`src/rtl/hsid_word_unpacker.sv`:
```
// Unpacks 32-bit HSI pixel words into a stream of masked 16-bit band samples,
// one per cycle, flagging the final band and pulsing done at pixel end.
module hsid_word_unpacker #(
   parameter int WORD_WIDTH  = 32,
   parameter int DATA_WIDTH  = 16,
   parameter int PIXEL_WIDTH = 14,
   parameter int LENGTH_BITS = 10
) (
   input  logic                   clk,
   input  logic                   rst,
   input  logic                   start,
   input  logic [LENGTH_BITS-1:0] hsi_bands,
   input  logic                   word_valid,
   output logic                   word_ready,
   input  logic [WORD_WIDTH-1:0]  word_data,
   output logic                   band_valid,
   input  logic                   band_ready,
   output logic [DATA_WIDTH-1:0]  band_data,
   output logic                   band_last,
   output logic                   busy,
   output logic                   done
);

   // loaded counts samples brought in by accepted words; one extra bit so an
   // odd max band count (1023 -> 1024 loaded) cannot wrap
   localparam int CW = LENGTH_BITS + 1;
   localparam logic [LENGTH_BITS-1:0] ONE = {{(LENGTH_BITS-1){1'b0}}, 1'b1};
   localparam logic [DATA_WIDTH-1:0] PIX_MASK =
      {{(DATA_WIDTH-PIXEL_WIDTH){1'b0}}, {PIXEL_WIDTH{1'b1}}};

   typedef enum logic [1:0] {ST_IDLE, ST_UNPACK, ST_DONE} state_t;

   state_t state, state_n;

   logic [LENGTH_BITS-1:0] bands_q;
   logic [LENGTH_BITS-1:0] count;
   logic [CW-1:0]          loaded;
   logic [DATA_WIDTH-1:0]  hi_data;
   logic                   hi_pend;
   logic                   fire, need_more, accept;

   assign fire       = band_valid && band_ready;
   assign band_last  = band_valid && (count == bands_q - ONE);
   assign need_more  = loaded < {1'b0, bands_q};
   // A new word may land when the output is free or its last useful half is
   // leaving this cycle, which keeps the stream at one sample per cycle.
   assign word_ready = (state == ST_UNPACK) && need_more &&
                       (!band_valid || (fire && !hi_pend));
   assign accept     = word_valid && word_ready;
   assign busy       = (state == ST_UNPACK);
   assign done       = (state == ST_DONE);

   always_ff @(posedge clk) begin
      if (rst) state <= ST_IDLE;
      else     state <= state_n;
   end

   always_comb begin
      state_n = state;
      case (state)
         ST_IDLE:   if (start) state_n = (hsi_bands == '0) ? ST_DONE : ST_UNPACK;
         ST_UNPACK: if (fire && band_last) state_n = ST_DONE;
         ST_DONE:   state_n = ST_IDLE;
         default:   state_n = ST_IDLE;
      endcase
   end

   always_ff @(posedge clk) begin
      if (rst) begin
         bands_q    <= '0;
         count      <= '0;
         loaded     <= '0;
         hi_data    <= '0;
         hi_pend    <= 1'b0;
         band_valid <= 1'b0;
         band_data  <= '0;
      end else if (state == ST_IDLE && start) begin
         bands_q    <= hsi_bands;
         count      <= '0;
         loaded     <= '0;
         hi_pend    <= 1'b0;
         band_valid <= 1'b0;
      end else begin
         if (fire) count <= count + ONE;
         if (accept) begin
            // low half goes straight out; high half is kept only if needed
            band_data  <= word_data[DATA_WIDTH-1:0] & PIX_MASK;
            band_valid <= 1'b1;
            hi_data    <= word_data[2*DATA_WIDTH-1:DATA_WIDTH] & PIX_MASK;
            hi_pend    <= (loaded + CW'(1)) < {1'b0, bands_q};
            loaded     <= loaded + CW'(2);
         end else if (fire) begin
            if (hi_pend) begin
               band_data <= hi_data;
               hi_pend   <= 1'b0;
            end else begin
               band_valid <= 1'b0;
            end
         end
      end
   end

endmodule

```
`config.mk`:
```
export PLATFORM = sky130hd
export DESIGN_NAME = hsid_word_unpacker
export DESIGN_NICKNAME = d
export VERILOG_FILES = /design/src/rtl/hsid_word_unpacker.sv
export SDC_FILE = /design/constraint.sdc
export NUM_CORES = 1
export LEC_CHECK = 0
export ABC_AREA = 1
export BUFFER_PORTS_ARGS = -buffer_cell sky130_fd_sc_hd__buf_2
export CAP_MARGIN = 25
export CELL_PAD_IN_SITES_DETAIL_PLACEMENT = 1
export CELL_PAD_IN_SITES_GLOBAL_PLACEMENT = 2
export CORE_MARGIN = 2
export CORE_UTILIZATION = 30
export DETAILED_ROUTE_END_ITERATION = 8
export PLACE_DENSITY_LB_ADDON = 0.15
export SYNTH_ARGS = -nofsm -noshare
export SYNTH_HDL_FRONTEND = slang
export SYNTH_SLANG_ARGS = --single-unit
export TNS_END_PERCENT = 30
```
`constraint.sdc`:
```
create_clock -name clk -period 2.25 [get_ports clk]
set_clock_uncertainty 0.15 [all_clocks]
set_input_delay 0.3375 -clock clk [delete_from_list [all_inputs] [get_ports clk]]
set_output_delay 0.3375 -clock clk [all_outputs]
set_load 0.01 [all_outputs]
```
==> results.py, run 1 <==
metrics = {
    "status": {
        "outcome": "finished with violations",
        "violations": "setup timing",
    },
    "clock_network": {
        "cts_num_sinks": 62,
        "cts_tree": "done",
        "clockBufferDepth": 2,
        "numCtsBuffers": 9,
        "clk_pin_slew_ns": 0.07,
        "cts-root-buf": "clkbuf_8",
        "clk_latency_ns": 0.34,
        "htree_num_levels": 3,
    },
    "global_route": {
        "grt-ovfl-total": 0,
        "grt_antenna_before_repair": 0,
        "grtUsageTotal": 0.1744,
        "grt_max_degree": 38,
        "grt_pass1_vias": 3234,
        "grt_pass1_wl_mm": 15.74,
    },
    "power_and_ir_drop": {
        "power_frac_seq": 0.427,
        "internal-power_w": 0.001925,
        "power_frac_comb": 0.223,
        "p_sw_w": 0.0008618,
        "p_total_w": 0.002787,
        "clkPwrFrac": 0.350,
        "power_density_nw_per_um2": 663.4,
        "power_leakage_nw": 1.943,
        "vdd.ir_drop.worst_v": 0.0003278,
        "p_sw_frac": 0.3093,
    },
    "timing": {
        "hold_violations": 0,
        "fin_crit_ns": 2.252,
        "rsz0062_at_grt": "true",
        "max_slew.worst_pin.slew_ns": 0.6003,
        "setup_viol": 1,
        "post-route-period-util": 1.001,
        "hold_ws_ns": 0.08544,
        "fin_ws_ns": -0.001859,
        "slew_violations": 0,
        "slew_headroom": 0.5994,
        "clock.fmax_ghz": 0.4441,
    },
    "cells_and_area": {
        "fin_area_um2": 4200,
        "stdcell_count": 693,
        "layout.nets": 612,
        "synthToLayoutAreaGrowth_pct": 30.27,
        "antennaDiodeCount": 0,
        "drive_above_1_share": 0.2855,
    },
    "placed_design": {
        "io_buffers": 61,
        "place_area_um2": 3709,
        "hpwl_mm": 7.277,
        "gp_congestion": 0.7843,
        "dp.cells": 668,
        "pre_cts_ws_ns": 0.01495,
    },
    "setup_path": {
        "arrival_ns": 1.76,
        "crit_fanout": 2,
        "cp-start-kind": "register",
        "critPathBufInv": 2,
        "worstPathRequired_ns": 1.76,
        "r2r_setup_slack_ns": 0.08,
        "crit_type": "register to output pin",
        "cp_top_family": "simple AND/OR/NAND/NOR gates",
        "crit_path_end_kind": "output pin",
        "slowest_stage": "dfxtp_2",
        "cp_slowest_stage_delay_ns": 0.35,
        "cp_common_cell": "nand2_4",
        "crit_path_cell_trace": "inv_2, ha_4, nand2_4, nor3_4, and2_4, nand2_4, nand3_4, nor2_4, buf_6",
    },
    "yosys": {
        "ys.flop_type": "dfxtp_1",
        "synth_cell_type_count": 33,
        "yosys.area.top_type": "dfxtp_1",
        "synth.area.top_cells": "dfxtp_1 (38%), nand2_1 (15%), a21oi_1 (7.6%), nor2_1 (6.5%), o21ai_0 (5.6%)",
        "syn_inst": 470,
        "synth_seq_cells": 62,
        "syn_area_um2": 3224,
        "synth_area_per_cell_um2": 6.860,
        "synth_async_sr_flop_share": 0,
        "synth_seq_area_share": 0.3849,
        "synth_edf_count": 0,
        "ys_top_cells_by_count": "nand2_1 (127), dfxtp_1 (62), nor2_1 (56)",
        "yosysMostFrequentCell": "nand2_1",
        "synth_top_area_share": 0.3849,
        "ys_warn_count": 0,
    },
    "detailed_routing": {
        "antenna_left": 0,
        "viasPerCell": 4.685,
        "drc": 0,
        "drt-initial-drc-count": 61,
        "routed_wirelength_mm": 10.07,
        "firstDrtPassIters": 4,
        "vias": 3247,
        "wl_per_cell_um": 14.53,
    },
    "min_path": {
        "hp-class": "input port to register",
    },
    "job": {
        "drv_cap": 0,
    },
    "floorplan": {
        "rows": 37,
        "core_area_um2": 10370,
        "ios": 68,
        "die_area_um2": 11590,
        "die_w_um": 107.7,
        "fp.dieH_um": 107.7,
        "initial_core_util": 0.3109,
    },
}
-- worst register-to-register path: stages, from the launching register on --
cell and delay (ns):
dfxtp_2 0.35, inv_2 0.06, ha_4 0.30, nand2_4 0.06
nor3_4 0.19, and2_4 0.19, nand2_4 0.06, nand4_2 0.12
buf_12 0.16, clkinv_8 0.11, nand2_1 0.10, nand2_1 0.05
nor2_1 0.10, nor2_1 0.05
-- power groups by stage --
| stage | logic, W | registers, W | clock network (W) |
|---|---|---|---|
| finish | 0.000622 | 0.00119 | 0.000974 |
| detailed placement | 0.000505 | 0.00121 | 0 |
| CTS | 0.000567 | 0.00119 | 0.00101 |
| global route | 0.000692 | 0.00120 | 0.00106 |
| global placement | 0.000492 | 0.00121 | 0 |
| floorplan | 0.000315 | 0.00122 | 0 |
-- final timing paths --
kind / startpoint / to / depth (start not counted)
min: word_data[27] / hi_data[11]$_SDFFE_PP0P_ / 3
max: bands_q[8]$_SDFFE_PP0P_ / word_ready / 9
max reg2reg: bands_q[8]$_SDFFE_PP0P_ / band_data[13]$_SDFFE_PP0P_ / 13
min reg2reg: hi_data[6]$_SDFFE_PP0P_ / hi_data[6]$_SDFFE_PP0P_ / 2
-- final cells by class --
cell class / instances / area [um2]
fillers: 1369 / 6170
multi-input cells: 345 / 1854
flip-flops and latches: 62 / 1256
repair buffers: 86 / 528.0
inverters: 47 / 192.7
well taps: 136 / 170.2
clock buffers: 11 / 131.4
clock inverters: 5 / 58.81
repair inverters: 1 / 8.758
-- registers in the layout, indices dropped and copies added, names as in the netlist --
name and count:
band_data 14, loaded 10, bands_q 10, band_valid 1, hi_data 14, count 10
state 2, hi_pend 1
-- cell families after synthesis --
kind of cell / synth area share
AND/OR/NAND/NOR: 0.3050
AO/OA/AOI/OAI: 0.1389
buffers and inverters: 0.09507
flip-flops: 0.3849
adder cells (fa/ha/maj): 0.05045
XOR/XNOR: 0.02445
other: 0.001163
-- routing by layer --
layer / vias up / wire length (um) / GRT usage
li1: 1678 / - / -
met3: 10 / 343 / 0.03269
met4: 0 / 101 / 0.05678
met2: 53 / 4962 / 0.2911
met1: 1506 / 4664 / 0.2265
met5: - / 0 / 0
-- per-stage QoR --
| stage | setup TNS (ns) | utilization |
|---|---|---|
| 2_1_floorplan | 0 | - |
| 3_3_place_gp | 0 | 0.3576 |
| 3_5_place_dp | 0 | 0.3576 |
| 4_1_cts | -0.02774 | 0.3906 |
| 5_1_grt | -0.3439 | 0.4050 |
| 6_report | -0.001859 | 0.4050 |
-- cell usage in the layout, fill, tap and decap left out, types with 2 or more instances in the layout --
master	netlist	final
clkinvlp_4	0	3
nand3b_1	2	2
clkbuf_8	0	9
ha_1	13	9
and3_1	2	2
buf_12	0	2
nand3_4	0	2
dfxtp_1	62	50
nor4_1	3	3
inv_1	45	34
nor2_2	1	8
nand3_1	17	14
buf_6	4	2
nand2_4	0	2
nand4_1	5	5
nand3_2	1	2
o21ai_0	36	34
buf_4	4	22
conb_1	1	2
nand2_2	0	3
inv_6	0	2
nor2_1	56	47
clkbuf_1	6	2
xor2_1	8	7
ha_4	0	4
nor3_1	13	12
nand2_1	127	122
o21ai_1	1	3
dfxtp_2	0	12
inv_2	1	11
a21oi_1	49	47
buf_2	2	60
nor2_4	1	3
-- what timing repair did --
item,CTS,global route
setup buffers,6,2
gates resized for setup,34,34
endpoints found under the setup margin,3,14
pin swaps,9,12
cloned,0,1
hold buffers,0,0
Note: power is estimated with default switching activity, not from simulation.
==> inputs of run 2 (changes only) <==
Settings changed: BUFFER_PORTS_ARGS -buffer_cell sky130_fd_sc_hd__buf_2 to -buffer_cell sky130_fd_sc_hd__clkbuf_2.
==> run 2 against run 1 <==
Clock power up 19%. Cell count up 1.0%. Critical path type unchanged. The run still ends with setup timing left. Worst hold slack worse by 0.025 ns. Clock-buffer cell count down 2. Critical endpoint is now band_last. First-iteration DRC count up 74%.
==> results.py, run 2 (synthesis gave the netlist of run 1 again) <==
metrics = {
    "timing": {
        "fin_crit_ns": 2.257,
        "clock.fmax_ghz": 0.4430,
        "hold_ws_ns": 0.06012,
        "rsz0062_at_grt": "true",
        "hold_violations": 0,
        "fin_ws_ns": -0.007479,
        "setup_viol": 1,
        "max_slew.worst_pin.slew_ns": 0.6353,
        "slew_violations": 0,
        "slew_headroom": 0.5760,
        "tns_ns": -0.007479,
        "post-route-period-util": 1.003,
    },
    "min_path": {
        "hp-start": "word_data[27]",
        "hp-class": "input port to register",
        "hold_path_end": "hi_data[11]$_SDFFE_PP0P_",
        "min_path_cells": 3,
    },
    "global_route": {
        "top_usage_layer": "met2",
        "met2_usage": 0.3118,
        "grt_max_degree": 38,
        "grt_antenna_before_repair": 0,
        "grtUsageTotal": 0.1828,
        "grtUsageMet3": 0.03692,
        "grt-ovfl-total": 0,
        "grt.met1_usage": 0.2262,
        "grt_pass1_vias": 3345,
        "grt_pass1_wl_mm": 16.26,
    },
    "clock_network": {
        "clockBufferDepth": 2,
        "cts_tree": "done",
        "numCtsBuffers": 9,
        "cts-root-buf": "clkbuf_8",
        "clk_latency_ns": 0.35,
        "cts_num_sinks": 62,
        "clk_pin_slew_ns": 0.08,
        "htree_num_levels": 3,
    },
    "setup_path": {
        "crit_fanout": 3,
        "crit_type": "register to output pin",
        "cp_slowest_stage_delay_ns": 0.34,
        "worstPathRequired_ns": 1.76,
        "crit_path_end_kind": "output pin",
        "r2r_setup_slack_ns": 0.16,
        "rr_startpoint": "bands_q[2]$_SDFFE_PP0P_",
        "worstReg2RegEnd": "hi_pend$_SDFFE_PP0P_",
        "cp_common_cell": "buf_4",
        "slowest_stage": "dfxtp_2",
        "r2r_cells": 11,
        "crit_path_cell_trace": "inv_2, buf_4, nand2_4, nor2_4, buf_6, buf_4, nand3_1, nand2_1, nor2_2, and3_1, buf_2",
        "startpoint": "bands_q[1]$_SDFFE_PP0P_",
        "arrival_ns": 1.77,
        "cp-start-kind": "register",
    },
    "status": {
        "outcome": "finished with violations",
        "violations": "setup timing",
    },
    "placed_design": {
        "pre_cts_ws_ns": 0.004658,
        "io_buffers": 61,
        "gp_congestion": 0.7857,
        "dp.cells": 672,
        "hpwl_mm": 7.364,
    },
    "floorplan": {
        "fp.dieH_um": 107.7,
        "ios": 68,
        "core_area_um2": 10370,
        "die_w_um": 107.7,
        "die_area_um2": 11590,
        "rows": 37,
        "initial_core_util": 0.3109,
    },
    "detailed_routing": {
        "wl_per_cell_um": 14.20,
        "routed_wirelength_mm": 9.939,
        "firstDrtPassIters": 4,
        "drt-initial-drc-count": 106,
        "antenna_left": 0,
        "viasPerCell": 4.679,
        "drc": 0,
        "vias": 3275,
    },
    "cells_and_area": {
        "stdcell_count": 700,
        "reg_top3": "band_data: 14 flops, hi_data: 14 flops",
        "layout.nets": 619,
        "drive_above_1_share": 0.3050,
        "multi_input_area_um2": 1907,
        "antennaDiodeCount": 0,
        "layout.area.seq_um2": 1255,
        "synthToLayoutAreaGrowth_pct": 34.38,
        "layout_commonest_cell": "nand2_1",
        "final_cell_mix": "nand2_1 (119), clkbuf_2 (59), dfxtp_1 (51), nor2_1 (47), a21oi_1 (47)",
        "fill_cells": 1360,
    },
    "power_and_ir_drop": {
        "power_density_nw_per_um2": 692.4,
        "vdd.ir_drop.worst_v": 0.0002369,
        "power_leakage_nw": 1.998,
    },
    "job": {
        "drv_cap": 0,
    },
}
==> run 2: changes by cell type in the layout (fill, tap and decap cells not counted), sizes merged <==
cell      before  now
bufinv         1    2
clkinvlp       3    2
clkbuf        11   68
clkinv         2    0
buf           86   35
inv           47   50
==> run 2: timing repair <==
item	in CTS	in global routing
hold buffers	0	0
resized for setup	43	34
buffers inserted	8	4
pin swaps	12	20
setup endpoints to repair	11	25
==> run 2: worst max path at each step <==
stage / endpoint / slack, ns
3_3_place_gp: hi_pend$_SDFFE_PP0P_ / 0.03
3_5_place_dp: band_data[13]$_SDFFE_PP0P_ / 0.005
4_1_cts: band_last / -0.03
2_1_floorplan: band_data[10]$_SDFFE_PP0P_ / 0.33
5_1_grt: band_last / -0.06
6_report: band_last / -0.007
==> run 2: power breakdown <==
group,switching [W],internal [W]
clock network,0.000522,0.000640
logic,0.000372,0.000276
registers,0.0000336,0.00116
==> run 2: worst max-delay path: cells and delay by family, from the launching register on <==
family	cells	cell delay, ns
DFF	1	0.34
buffers and inverters	5	0.57
and+or+nand+nor	6	0.52
==> run 2: area by class of cell <==
| cell class | count | share of cell area |
|---|---|---|
| Inverter | 47 | 0.04332 |
| Clock buffer | 9 | 0.02859 |
| Multi-Input combinational cell | 345 | 0.4401 |
| Timing Repair Buffer | 94 | 0.1354 |
| Tap cell | 136 | 0.03927 |
| Sequential cell | 62 | 0.2896 |
| Clock inverter | 7 | 0.02368 |
==> run 2: metrics by stage <==
step	total power, W	cell area, um2	util
final	0.003000	4333	0.4178
after global placement	0.001707	3739	0.3605
after floorplan	0.001530	3228	-
after global routing	0.003163	4333	0.4178
after CTS	0.002963	4170	0.4021
after detailed placement	0.001722	3739	0.3605
==> run 2: per-layer routing <==
metal / vias up / wire length, um
li1: 1699 / -
met1: 1503 / 4613
met2: 62 / 4793
met3: 11 / 380
met4: 0 / 151
met5: - / 0
==> inputs of run 3 (changes only) <==
Settings changed: GPL_TIMING_DRIVEN set to 0.
==> run 3 against run 2 <==
The run still ends with setup timing left. Worst hold slack got worse by 0.0053 ns. Critical path depth decreased by 2. Combinational power rose by 9.7%. First-iteration DRC count shrank 4.7%. Maximum frequency decreased by 1.6%. Global-route usage grew 0.88 points. Core utilization rose by 1.8 points.
==> results.py, run 3 (synthesis gave the netlist of run 1 again) <==
metrics = {
    "status": {
        "outcome": "finished with violations",
        "violations": "setup timing",
    },
    "cells_and_area": {
        "fill_cells": 1324,
        "drive_above_1_share": 0.3374,
        "multi_input_area_um2": 1984,
        "layout.nets": 631,
        "reg_top3": "band_data: 14 flops, hi_data: 14 flops",
        "final_cell_mix": "nand2_1 (115), clkbuf_2 (58), nor2_1 (48), dfxtp_1 (46), a21oi_1 (44)",
        "layout_commonest_cell": "nand2_1",
        "antennaDiodeCount": 0,
        "synthToLayoutAreaGrowth_pct": 40.28,
        "fin_util": 0.4362,
        "layout.area.seq_um2": 1264,
    },
    "setup_path": {
        "crit_type": "register to output pin",
        "slowest_stage": "dfxtp_2",
        "worstReg2RegEnd": "band_data[10]$_SDFFE_PP0P_",
        "r2r_cells": 16,
        "cp.depth": 9,
        "critPathCapture": "band_last",
        "crit_path_end_kind": "output pin",
        "startpoint": "bands_q[1]$_SDFFE_PP0P_",
        "r2r_setup_slack_ns": 0.03,
        "crit_path_cell_trace": "inv_4, ha_4, or2_4, nand3_4, nor2_4, nand3_2, nor2_2, and3_1, buf_2",
        "arrival_ns": 1.81,
        "cp-start-kind": "register",
        "cp_slowest_stage_delay_ns": 0.36,
        "worstPathRequired_ns": 1.76,
        "critPathBufInv": 2,
        "cp_top_family": "simple AND/OR/NAND/NOR gates",
        "rr_startpoint": "bands_q[9]$_SDFFE_PP0P_",
        "crit_fanout": 5,
    },
    "detailed_routing": {
        "viasPerCell": 4.723,
        "wl_met3_um": 403,
        "firstDrtPassIters": 4,
        "met2WireLength_mm": 5.286,
        "routed_wirelength_mm": 10.75,
        "drt-initial-drc-count": 101,
        "wl_met1_mm": 4.916,
        "vias": 3358,
        "antenna_left": 0,
        "top_layer": "met4",
        "wl_per_cell_um": 15.12,
        "drc": 0,
    },
    "timing": {
        "fin_ws_ns": -0.04425,
        "clock.fmax_ghz": 0.4359,
        "max_slew.worst_pin.slew_ns": 0.6044,
        "setup_viol": 1,
        "slew_violations": 0,
        "hold_violations": 0,
        "hold_ws_ns": 0.05487,
        "slew_headroom": 0.5971,
        "fin_crit_ns": 2.294,
        "post-route-period-util": 1.020,
        "rsz0062_at_grt": "true",
    },
    "floorplan": {
        "rows": 37,
        "fp.dieH_um": 107.7,
        "die_area_um2": 11590,
        "initial_core_util": 0.3109,
        "ios": 68,
        "die_w_um": 107.7,
        "core_area_um2": 10370,
    },
    "placed_design": {
        "io_buffers": 60,
        "hpwl_mm": 7.725,
        "gp_congestion": 0.7767,
    },
    "global_route": {
        "grt_antenna_before_repair": 0,
        "grt_max_degree": 11,
        "grt_pass1_vias": 3412,
        "grtUsageTotal": 0.1916,
        "grt-ovfl-total": 0,
        "grt_pass1_wl_mm": 16.82,
    },
    "power_and_ir_drop": {
        "vdd.ir_drop.worst_v": 0.0002121,
        "power_leakage_nw": 2.039,
        "power_density_nw_per_um2": 610.6,
        "p_total_w": 0.002762,
    },
    "clock_network": {
        "htree_num_levels": 3,
        "cts-root-buf": "clkbuf_8",
        "clockBufferDepth": 2,
        "clk_latency_ns": 0.35,
        "clk_pin_slew_ns": 0.07,
        "numCtsBuffers": 9,
        "ctsHoldBuffers": 0,
        "cts_num_sinks": 62,
        "cts_tree": "done",
    },
    "job": {
        "drv_cap": 0,
    },
    "min_path": {
        "hp-class": "input port to register",
        "hp-start": "word_data[19]",
    },
}
-- run 3: worst reg2reg max path, cell delays in order (launching register included) --
cell,delay [ns]
dfxtp_2,0.35
inv_4,0.05
ha_4,0.26
inv_4,0.03
nor3_4,0.16
and2_4,0.18
nand2_4,0.05
buf_6,0.11
nand4_4,0.07
buf_8,0.14
clkinv_8,0.07
buf_12,0.13
buf_8,0.13
nand2_2,0.05
nand2_1,0.04
nor2_1,0.09
nor2_1,0.05
-- run 3: worst min path at each step --
stage / to / cells after the start
global placement: hi_data[1]$_SDFFE_PP0P_ / 2
floorplan: hi_data[10]$_SDFFE_PP0P_ / 2
CTS: hi_data[3]$_SDFFE_PP0P_ / 3
global route: hi_data[11]$_SDFFE_PP0P_ / 3
detailed placement: hi_data[6]$_SDFFE_PP0P_ / 2
finish: hi_data[3]$_SDFFE_PP0P_ / 3
-- run 3: stage by stage --
step | setup WS [ns] | instance area (um2) | TNS (ns) | std cells
3_3_place_gp | -0.05585 | 3699 | -0.5108 | 667
4_1_cts | -0.04590 | 4143 | -0.04590 | 698
6_report | -0.04425 | 4523 | -0.04425 | 711
2_1_floorplan | 0.3312 | 3228 | 0 | 471
5_1_grt | -0.1286 | 4523 | -0.9083 | 711
3_5_place_dp | -0.04247 | 3699 | -0.2956 | 667
-- run 3: layout make-up --
cell class	count	area share
Sequential cell	62	0.2794
Clock inverter	5	0.006086
Timing Repair Buffer	89	0.1286
Multi-Input combinational cell	345	0.4387
Buffer	17	0.03458
Clock buffer	10	0.02822
Tap cell	136	0.03762
Inverter	47	0.04675
-- run 3: where the power goes --
group / switching [W] / internal (W) / leakage, nW
Sequential: 0.0000388 / 0.00116 / 0.511
Combinational: 0.000396 / 0.000315 / 1.45
Clock: 0.000468 / 0.000386 / 0.0817
Total: 0.000903 / 0.00186 / 2.04
-- run 3: timing repair --
item / in CTS / in global routing
endpoints found under the setup margin: 12 / 42
hold endpoints to repair: 0 / 0
gates resized for setup: 51 / 69
pin swaps: 11 / 21
gates cloned: 0 / 2
buffers inserted: 16 / 11
-- run 3: per-layer routing --
metal | track usage | vias to the layer above
met2 | 0.3293 | 55
met3 | 0.04177 | 8
met4 | 0.07418 | 0
met1 | 0.2324 | 1575
met5 | 0 | -
li1 | - | 1720
